## src/rtl/instr_fetch_unit.sv

```systemverilog
// Instruction fetch unit: one outstanding memory read, one-entry skid buffer, branch redirect.
// Build option IFU_BRANCH_COUNT_EN adds a saturating redirect counter (branch_count).
module instr_fetch_unit #(
    parameter logic [31:0] RESET_VECTOR = 32'h00000000
) (
    input  logic        clk,
    input  logic        rst,
    output logic        imem_req,
    output logic [31:0] imem_addr,
    input  logic        imem_ack,
    input  logic [31:0] imem_rdata,
    input  logic        stall,
    input  logic        jmpEnable,
    input  logic [23:0] immadiateInst,
    input  logic        regjmpEnable,
    input  logic [31:0] jmpTarget,
    output logic [31:0] instruction,
    output logic        instr_valid,
    output logic [31:0] instr_pc,
`ifdef IFU_BRANCH_COUNT_EN
    output logic [15:0] branch_count,
`endif
    output logic [1:0]  dbg_state
);

    // Handshakes: imem_req/imem_addr are held unchanged until the cycle imem_ack=1 completes
    // the read; the decoder takes the output word in any cycle with instr_valid=1 and stall=0.
    typedef enum logic [1:0] {
        S_IDLE  = 2'd0,
        S_FETCH = 2'd1,
        S_HOLD  = 2'd2
    } state_t;

    state_t      r_state;
    state_t      w_next_state;
    logic [31:0] r_pc;
    logic [31:0] r_redir_pc;
    logic        r_discard;
    logic [31:0] r_instr;
    logic [31:0] r_instr_pc;
    logic        r_valid;
    logic [31:0] r_skid_data;
    logic [31:0] r_skid_pc;

    logic        w_consumed;
    logic        w_redirect;
    logic [31:0] w_imm_off;
    logic [31:0] w_target;

    assign w_consumed = r_valid && !stall;
    assign w_redirect = w_consumed && (regjmpEnable || jmpEnable);
    assign w_imm_off  = {{6{immadiateInst[23]}}, immadiateInst, 2'b00};
    assign w_target   = regjmpEnable ? (jmpTarget & 32'hFFFF_FFFC)
                                     : (r_instr_pc + 32'd8 + w_imm_off);

    always_ff @(posedge clk) begin
        if (rst) begin
            r_state <= S_IDLE;
        end else begin
            r_state <= w_next_state;
        end
    end

    always_comb begin
        w_next_state = r_state;
        case (r_state)
            S_IDLE:  w_next_state = S_FETCH;
            S_FETCH: begin
                if (!w_redirect && imem_ack && !r_discard && r_valid && stall) begin
                    w_next_state = S_HOLD;
                end
            end
            S_HOLD: begin
                if (!stall) begin
                    w_next_state = S_FETCH;
                end
            end
            default: w_next_state = S_IDLE;
        endcase
    end

    always_comb begin
        imem_req    = (r_state == S_FETCH);
        imem_addr   = r_pc;
        instruction = r_instr;
        instr_valid = r_valid;
        instr_pc    = r_instr_pc;
        dbg_state   = r_state;
    end

    always_ff @(posedge clk) begin
        if (rst) begin
            r_pc        <= RESET_VECTOR;
            r_redir_pc  <= RESET_VECTOR;
            r_discard   <= 1'b0;
            r_instr     <= 32'h0;
            r_instr_pc  <= 32'h0;
            r_valid     <= 1'b0;
            r_skid_data <= 32'h0;
            r_skid_pc   <= 32'h0;
        end else begin
            case (r_state)
                S_FETCH: begin
                    if (w_redirect) begin
                        r_valid <= 1'b0;
                        if (imem_ack) begin
                            r_pc <= w_target;
                        end else begin
                            // Read still in flight: let it finish at the old address, drop its data.
                            r_discard  <= 1'b1;
                            r_redir_pc <= w_target;
                        end
                    end else if (imem_ack) begin
                        if (r_discard) begin
                            r_discard <= 1'b0;
                            r_pc      <= r_redir_pc;
                        end else begin
                            r_pc <= r_pc + 32'd4;
                            if (!r_valid || w_consumed) begin
                                r_instr    <= imem_rdata;
                                r_instr_pc <= r_pc;
                                r_valid    <= 1'b1;
                            end else begin
                                r_skid_data <= imem_rdata;
                                r_skid_pc   <= r_pc;
                            end
                        end
                    end else if (w_consumed) begin
                        r_valid <= 1'b0;
                    end
                end
                S_HOLD: begin
                    if (w_redirect) begin
                        r_valid <= 1'b0;
                        r_pc    <= w_target;
                    end else if (!stall) begin
                        r_instr    <= r_skid_data;
                        r_instr_pc <= r_skid_pc;
                    end
                end
                default: ;
            endcase
        end
    end

`ifdef IFU_BRANCH_COUNT_EN
    logic [15:0] r_branch_count;

    always_ff @(posedge clk) begin
        if (rst) begin
            r_branch_count <= 16'h0;
        end else if (w_redirect && (r_branch_count != 16'hFFFF)) begin
            r_branch_count <= r_branch_count + 16'd1;
        end
    end

    assign branch_count = r_branch_count;
`endif

endmodule

```

## config.mk

```make
export PLATFORM = sky130hd
export DESIGN_NAME = instr_fetch_unit
export DESIGN_NICKNAME = d
export VERILOG_FILES = /design/src/rtl/instr_fetch_unit.sv
export SDC_FILE = /design/constraint.sdc
export NUM_CORES = 1
export LEC_CHECK = 0
export BUFFER_PORTS_ARGS = -buffer_cell sky130_fd_sc_hd__buf_2
export CORE_MARGIN = 3
export CORE_UTILIZATION = 25
export DETAILED_ROUTE_END_ITERATION = 10
export PLACE_DENSITY = 0.52
export SETUP_SLACK_MARGIN = 0.3
export SYNTH_ARGS = -nofsm -noshare
export SYNTH_HDL_FRONTEND = slang
export SYNTH_SLANG_ARGS = --single-unit
```

## constraint.sdc

```tcl
create_clock -name clk -period 8.4 [get_ports clk]
set_input_delay 0.42 -clock clk [delete_from_list [all_inputs] [get_ports clk]]
set_output_delay 0.42 -clock clk [all_outputs]
set_load 0.05 [all_outputs]
```

After elaboration in Yosys (flattened, before gate mapping)
Index checks and enable logic that the tools add are counted.
{"block": "op_classes", "n_addsub": 3, "eq_ne": 14, "mux": 34, "bitwise_logic": 4, "reduce_logical": 22}
{"cell": "2-to-1 mux 32 bit", "n": 18}
{"cell": "case mux 32 bit (2 select lines)", "n": 3}
{"cell": "adder 32 x 3 -> 32 bit, second input constant", "n": 1}
{"cell": "adder 32 bit", "n": 1}
{"cell": "adder 32 x 4 -> 32 bit, second input constant", "n": 1}
{"cell": "!= test 2 bit, second input constant", "n": 6}
{"cell": "AND reduction 5 bit", "n": 2}
{"cell": "2-to-1 mux 1 bit", "n": 9}
{"cell": "AND reduction 3 bit", "n": 3}
{"cell": "AND reduction 7 bit", "n": 1}
{"cell": "logical AND 1 bit", "n": 6}
{"cell": "!= test 2 x 1 -> 1 bit, second input constant", "n": 3}
{"cell": "case mux 2 bit (3 select lines)", "n": 1}
{"cell": "zero test 1 bit", "n": 4}
{"cell": "2-to-1 mux 2 bit", "n": 2}
{"cell": "!= test 4 x 1 -> 1 bit, second input constant", "n": 1}
{"cell": "!= test 4 x 2 -> 1 bit, second input constant", "n": 1}
{"cell": "!= test 4 x 3 -> 1 bit, second input constant", "n": 1}
{"cell": "NOT 1 bit", "n": 4}
{"cell": "nonzero test 2 bit", "n": 2}
{"cell": "equality test 2 x 1 -> 1 bit, second input constant", "n": 1}
{"cell": "equality test 2 bit, second input constant", "n": 1}
{"cell": "zero test 2 bit", "n": 1}
{"cell": "logical OR 1 bit", "n": 2}
{"cell": "2 further kinds", "n": 2}
{"block": "totals", "ff_bits": 196, "out_inout_bits": 100, "word_cells": 86}

Logic depth before layout (Yosys ltp)
Gate-level depths: netlist of run 1.
{"block": "logic_depth", "word_depth": 10, "mapped_depth": 13, "mapped_depth_nobuf": 13}

Worst setup path after synthesis of run 1
Ideal clock, no wire load.
{"block": "synth_path", "path_type": "register to register", "from": "reg r_instr_pc[3], in the netlist instr_pc[3]", "to": "reg r_redir_pc[31]", "setup_time_ps": 79, "t_arrival_ps": 3254, "required_time_ps": 8321, "setup_slack_ps": 5067, "path_stages_with_launch": 14, "path_buffers": 0, "period_less_slack_ps": 3333, "cell_sequence": "dfxtp_1 inv_1 ha_1 inv_1 ha_1 fa_1 a21o_1 a221oi_2 or2_4 a32o_2 nor3_1 a31o_1 o31a_1 a211oi_2"}
{"block": "synth_via", "elab_chain_len": 3}
{"item": "start: declaration", "line_no": "40", "source": "logic [31:0] r_instr_pc;"}
{"item": "start signal: assignment", "line_no": "121", "source": "r_instr_pc <= r_pc;"}
{"item": "start signal: assignment", "line_no": "138", "source": "r_instr_pc <= r_skid_pc;"}
{"item": "adder 32 x 4 -> 32 bit", "line_no": "54", "source": ": (r_instr_pc + 32'd8 + w_imm_off);"}
{"item": "adder 32 bit", "line_no": "54"}
{"item": "2-to-1 mux 32 bit", "line_no": "53", "source": "assign w_target = regjmpEnable ? (jmpTarget & 32'hFFFF_FFFC)"}
{"item": "end signal: assignment", "line_no": "111", "source": "r_redir_pc <= w_target;"}
{"item": "end: declaration", "line_no": "37", "source": "logic [31:0] r_redir_pc;"}
No other way between the ends.
A chain may end at the register's enable or synchronous reset.

Worst setup path after layout of run 1
{"block": "layout_path", "from": "reg r_state[0], in the netlist dbg_state[0]", "to": "reg r_instr_pc[28], in the netlist instr_pc[28]"}
{"block": "layout_via", "elab_chain_len": 3}
{"item": "start: declaration", "line_no": "34", "source": "state_t r_state;"}
{"item": "start signal: assignment", "line_no": "60", "source": "r_state <= w_next_state;"}
{"item": "equality test 2 bit / equality test 2 x 1 -> 1 bit (equally long branches)", "line_no": "102", "source": "case (r_state)"}
{"item": "!= test 2 bit (no line) (tied with other cells)"}
{"item": "AND reduction 7 bit (no line)"}
Several ways; a longest one is shown, not always the timed one.

==> flow_metrics.env, run 1 <==
export IMPL_syn_avg_cell_area_um2=8.01
export IMPL_port_buffers=191
export IMPL_power_frac_seq_pct=28.8
export IMPL_chipWidth_um=216
export IMPL_dieHeight_um=216
export IMPL_relSlewSlack_pct=31.6
export IMPL_fin_cells=2095
export IMPL_drtIter0Drc=608
export IMPL_regArea_mm2=0.00392
export IMPL_path_clk_slew_ps=80
export IMPL_cts_sinks=196
export IMPL_peakVddDrop_mv=0.163
export IMPL_dpl_cell_area_mm2=0.0124
export IMPL_pin_count=194
export IMPL_initial_core_util_pct=25.4
export IMPL_power_share_combinational_pct=51.8
export IMPL_syn_nets=1529
export IMPL_post_cts_buffers=0
export IMPL_ys_ff_latch=196
export IMPL_coreArea_mm2=0.0433
export IMPL_antenna_found_initial=5
export IMPL_path_max_fanout=72
export IMPL_rr_worst_depth=10
export IMPL_place_gp_congestion=0.832
export IMPL_hold_viol_final=0
export IMPL_min_path_cells=3
export IMPL_ys_flop_type="dfxtp_1"
export IMPL_finalSetupViolations=0
export IMPL_grt_max_degree=105
export IMPL_drcViolationCount=0
export IMPL_synth_seq_area_share_pct=35.7
export IMPL_min_period_ps=3960
export IMPL_root_buffer="clkbuf_16"
export IMPL_slew_violations=0
export IMPL_internal_power_mw=2.34
export IMPL_cts_resized=0
export IMPL_ys_warn_count=0
export IMPL_grt_overflow=0
export IMPL_synth_cells=1372
export IMPL_synth_most_common_cell="nand2_1"
export IMPL_syn2layout_area_growth_pct=19.0
export IMPL_viasPerCell=4.91
export IMPL_place_inst=2061
export IMPL_tns_ps=0
export IMPL_critPathKind="flop to flop"
export IMPL_routed_wl_mm=36.0
export IMPL_synth_top_cells_by_count="nand2_1 (206), dfxtp_1 (196), nor2_1 (151)"
export IMPL_final_core_util_pct=30.2
export IMPL_grt_pass1_vias=9796
export IMPL_yosysTopAreaCellShare_pct=35.7
export IMPL_crit_path_end_kind="flop"
export IMPL_cap_violations=0
export IMPL_hold_slack_ps=177
export IMPL_switching_share_pct=49.9
export IMPL_min_path_type="primary input to flop"
export IMPL_clk_path_buf_depth=2
export IMPL_clk_latency_ps=490
export IMPL_multi_input_area_mm2=0.00664
export IMPL_drive_above_1_share_pct=17.9
export IMPL_synth_area_mm2=0.0110
export IMPL_critPathRequiredTime_ps=8780
export IMPL_cts_max_level=4
export IMPL_first_pass_iters=5
export IMPL_fin_crit_sh_pct=47.1
export IMPL_arrival_ps=4340
export IMPL_design_area_mm2=0.0131
export IMPL_synthTopCellsByArea="dfxtp_1 (36%), ha_1 (7.1%), nand2_1 (7.0%)"
export IMPL_rows=76
export IMPL_synth_edf_count=0
export IMPL_synth_cell_types=73
export IMPL_grt_usage_pct=15.5
export IMPL_worstMarginPinSlew_ps=1030
export IMPL_skew_ps=12.5
export IMPL_synth_top_area_cell="dfxtp_1"
export IMPL_async_flop_share_pct=0
export IMPL_die_area_mm2=0.0465
export IMPL_switchingPower_mw=2.33
export IMPL_cts_hold_buffers=0
export IMPL_ant_nets=0
export IMPL_grt_pass1_wl_mm=56.8
export IMPL_tritoncts="yes"
export IMPL_pwr_share_clk_pct=19.4
export IMPL_startpoint_type="flop"
export IMPL_rsz0062_at_grt="no"
export IMPL_p_leak_nw=4.99
export IMPL_status="finished clean"
export IMPL_wl_per_cell_um=17.2
export IMPL_clock_fmax_ghz=0.253
export IMPL_vias=10287
export IMPL_dp_hpwl_mm=25.5
export IMPL_fillers=4687
export IMPL_finalNetCount=1652
export IMPL_powerDensity_mw_per_mm2=358
export IMPL_cts_buffers=17
==> layout by cell type, fill, tap and decap left out, types with 13 or more instances in the layout <==
cell type    n
a21o_1      15
o211ai_1    17
inv_1       22
a211oi_1    87
ha_1        61
nor2_1     148
clkbuf_16   17
a21oi_1    139
dfxtp_1    196
buf_2      190
nand3_1     27
nand2_1    206
nor3_1      30
xnor2_1     27
buf_4       14
o21ai_0     48
xor2_1      20
nand4_1     13
mux2i_1     70
==> layout make-up <==
| class | instances | area share, % |
|---|---|---|
| diodes | 2 | 0.0383 |
| clock buffers | 18 | 3.36 |
| clock inverters | 14 | 1.44 |
| inverters | 23 | 0.660 |
| multi-input cells | 1052 | 50.7 |
| flip-flops and latches | 196 | 30.0 |
| well taps | 585 | 5.60 |
| repair buffers | 205 | 8.16 |
==> final timing paths <==
kind,startpoint,endpoint,slack (ps)
setup / recovery,dbg_state[0]$_SDFFE_PP0P_,instr_pc[28]$_SDFFE_PP0P_,4440
hold reg to reg,r_skid_data[2]$_SDFFE_PP0P_,r_skid_data[2]$_SDFFE_PP0P_,450
setup reg to reg,dbg_state[0]$_SDFFE_PP0P_,instr_pc[28]$_SDFFE_PP0P_,4440
hold / removal,imem_rdata[20],r_skid_data[20]$_SDFFE_PP0P_,180
==> kinds of logic (layout without fill, tap and decap cells) <==
group,count (synthesis),count (layout),share of synthesized area (%)
buf+inv,124,260,4.29
mux,72,72,6.62
xor+xnor,47,47,3.75
simple gates,483,483,19.1
compound gates,387,387,23.3
fa+ha+maj,63,63,7.24
flops,196,196,35.7
other cells,0,2,0
==> critical path, cell delays in order (launching register included) <==
cell,delay [ps]
dfxtp_1,340
inv_1,120
ha_4,570
buf_4,780
nor3b_1,270
a21oi_1,90
nor2_4,80
buf_4,480
buf_4,660
nor2_1,80
a211oi_1,250
==> stage by stage <==
step | setup WS (ps) | power [mW]
after floorplan | 5070 | 3.14
after global placement | 4460 | 3.78
after detailed placement | 4440 | 3.79
after CTS | 4410 | 4.72
after global routing | 3970 | 5.00
final | 4440 | 4.68
==> power groups by stage <==
stage | sequential (mW) | clock (mW) | combinational, mW
after floorplan | 1.88 | 0 | 1.26
after global placement | 1.36 | 0 | 2.41
after detailed placement | 1.37 | 0 | 2.43
after CTS | 1.35 | 0.942 | 2.43
after global routing | 1.38 | 0.973 | 2.64
final | 1.35 | 0.908 | 2.42
==> sequential cells by signal (all words and copies together) (netlist names) <==
signal and cells:
imem_addr 32, instr_pc 32, instruction 32, r_redir_pc 32, r_skid_data 32, r_skid_pc 32, dbg_state 2, instr_valid 1
r_discard 1
==> layer usage <==
| metal | track usage [%] | up-vias | routed length [um] |
|---|---|---|---|
| li1 | - | 5148 | - |
| met4 | 3.83 | 6 | 537 |
| met3 | 4.97 | 41 | 2130 |
| met5 | 0 | - | 28 |
| met1 | 20.2 | 4841 | 16900 |
| met2 | 24.9 | 251 | 16500 |
(Power assumes the default switching activity.)
==> run 2: changes to the inputs <==
==> constraint.sdc (replaced) <==
create_clock -name clk -period 3.87 [get_ports clk]
set_input_delay 0.1935 -clock clk [delete_from_list [all_inputs] [get_ports clk]]
set_output_delay 0.1935 -clock clk [all_outputs]
set_load 0.05 [all_outputs]
==> run 2 against run 1 <==
Routed wire length up 2.1%. Die area is the same. Flip-flop and latch count stayed put. Maximum frequency increased by 20%. Cell area increased by 2.8%. Cell count rose by 1.8%. Clock power grew 110%. Combinational power rose by 120%. Worst setup slack lost 3900 ps. Largest cell class unchanged. Highest routed layer unchanged.
==> flow_metrics.env, run 2 (same netlist as run 1, synthesis figures left out) <==
export IMPL_cap_violations=0
export IMPL_worstMarginPinSlew_ps=899
export IMPL_switching_share_pct=49.9
export IMPL_path_clk_slew_ps=70
export IMPL_relSlewSlack_pct=39.8
export IMPL_finalNetCount=1690
export IMPL_p_leak_nw=5.16
export IMPL_clk_latency_ps=490
export IMPL_critPathKind="flop to flop"
export IMPL_post_cts_buffers=0
export IMPL_vias=10383
export IMPL_clk_path_buf_depth=2
export IMPL_initial_core_util_pct=25.4
export IMPL_powerDensity_mw_per_mm2=755
export IMPL_peakVddDrop_mv=0.499
export IMPL_drive_above_1_share_pct=17.6
export IMPL_dpl_cell_area_mm2=0.0125
export IMPL_tritoncts="yes"
export IMPL_tns_ps=0
export IMPL_internal_power_mw=5.09
export IMPL_drtIter0Drc=673
export IMPL_critPathRequiredTime_ps=4240
export IMPL_startpoint_type="flop"
export IMPL_wl_per_cell_um=17.2
export IMPL_grt_max_degree=101
export IMPL_viasPerCell=4.87
export IMPL_clock_fmax_ghz=0.302
export IMPL_switchingPower_mw=5.07
export IMPL_min_period_ps=3310
export IMPL_antenna_found_initial=6
export IMPL_root_buffer="clkbuf_16"
export IMPL_grt_usage_pct=15.8
export IMPL_design_area_mm2=0.0134
export IMPL_hold_viol_final=0
export IMPL_cts_buffers=17
export IMPL_mostFrequentLayoutCells="nand2_1 (206), dfxtp_1 (196), buf_2 (190), nor2_1 (148), a21oi_1 (139)"
export IMPL_arrival_ps=3680
export IMPL_chipWidth_um=216
export IMPL_finalSetupViolations=0
export IMPL_power_frac_seq_pct=28.8
export IMPL_first_pass_iters=5
export IMPL_syn2layout_area_growth_pct=22.4
export IMPL_fin_crit_sh_pct=85.4
export IMPL_power_share_combinational_pct=52.5
export IMPL_skew_ps=13.4
export IMPL_slew_violations=0
export IMPL_grt_pass1_wl_mm=57.6
export IMPL_cts_sinks=196
export IMPL_routed_wl_mm=36.8
export IMPL_ant_nets=0
export IMPL_pwr_share_clk_pct=18.8
export IMPL_status="finished clean"
export IMPL_crit_path_end_kind="flop"
export IMPL_cts_max_level=4
export IMPL_die_area_mm2=0.0465
export IMPL_drcViolationCount=0
export IMPL_path_max_fanout=5
export IMPL_dieHeight_um=216
export IMPL_rsz0062_at_grt="no"
export IMPL_min_path_type="primary input to flop"
export IMPL_grt_pass1_vias=9860
export IMPL_port_buffers=191
export IMPL_place_gp_congestion=0.854
export IMPL_dp_hpwl_mm=25.6
export IMPL_mostFrequentLayoutCell="nand2_1"
export IMPL_grt_overflow=0
export IMPL_pin_count=194
export IMPL_coreArea_mm2=0.0433
export IMPL_rows=76
[run 2: cell count changes in the layout (fill, tap and decap cells not counted)]
cell,previous run,this run
buf_12,0,2
buf_4,14,15
bufinv_16,3,2
clkbuf_1,0,1
clkbuf_8,1,2
clkinv_2,0,2
clkinv_4,0,1
clkinvlp_4,4,1
dlygate4sd3_1,0,35
inv_8,3,2
[run 2: layout make-up]
| class | count | area, um2 |
|---|---|---|
| inverters | 23 | 86.3 |
| diodes | 2 | 5.00 |
| multi-input cells | 1052 | 6640 |
| flip-flops and latches | 196 | 3920 |
| clock buffers | 20 | 457 |
| fillers | 4617 | 29800 |
| well taps | 585 | 732 |
| repair buffers | 243 | 1470 |
| clock inverters | 12 | 144 |
[run 2: layer usage]
| metal | part of all wire, % | global-route usage, % | vias to the layer above |
|---|---|---|---|
| li1 | - | - | 5229 |
| met1 | 46 | 20.4 | 4825 |
| met2 | 46 | 25.4 | 278 |
| met3 | 6.7 | 4.62 | 43 |
| met5 | 0.11 | 0 | - |
| met4 | 1.4 | 4.82 | 8 |
[run 2: final timing paths]
kind	startpoint	to	slack (ps)	cells past startpoint
worst min register to register	r_redir_pc[15]$_SDFFE_PP0P_	r_redir_pc[15]$_SDFFE_PP0P_	450	2
worst min-delay path	jmpTarget[24]	r_redir_pc[24]$_SDFFE_PP0P_	90	4
worst max register to register	instr_pc[3]$_SDFFE_PP0P_	r_redir_pc[29]$_SDFFE_PP0P_	560	13
worst max-delay path	instr_pc[3]$_SDFFE_PP0P_	r_redir_pc[29]$_SDFFE_PP0P_	560	13
[run 2: through the flow]
stage	hold WS [ps]	std cells	utilization [%]	setup WS, ps	power, mW
finish	90.2	2133	31.1	563	10.2
floorplan	329	1372	-	537	6.82
CTS	39.3	2131	31.1	599	10.3
detailed placement	446	2064	28.9	607	8.28
global route	64.3	2131	31.1	358	10.9
global placement	434	2064	28.9	640	8.24
[run 2: repair_timing]
action,4_1_cts,5_1_grt
resized for setup,0,0
hold buffers,35,0
setup endpoints to repair,0,0
endpoints found under the hold margin,36,0
[run 2: critical path, stage by stage (launching register included)]
cell and delay, ps:
dfxtp_1 340, inv_1 50, ha_1 260, inv_1 40, ha_1 210, fa_1 410
a21o_1 210, a221oi_2 380, or2_4 250, a211oi_1 110, nor2_1 210, o21ai_1 120
xnor2_1 200, a2111oi_2 400
[run 2: power by group through the flow]
stage / logic (mW) / clock network [mW] / registers [mW]
floorplan: 2.74 / 0 / 4.08
global placement: 5.28 / 0 / 2.96
detailed placement: 5.31 / 0 / 2.97
CTS: 5.37 / 1.99 / 2.92
global route: 5.82 / 2.04 / 3.00
finish: 5.33 / 1.91 / 2.92
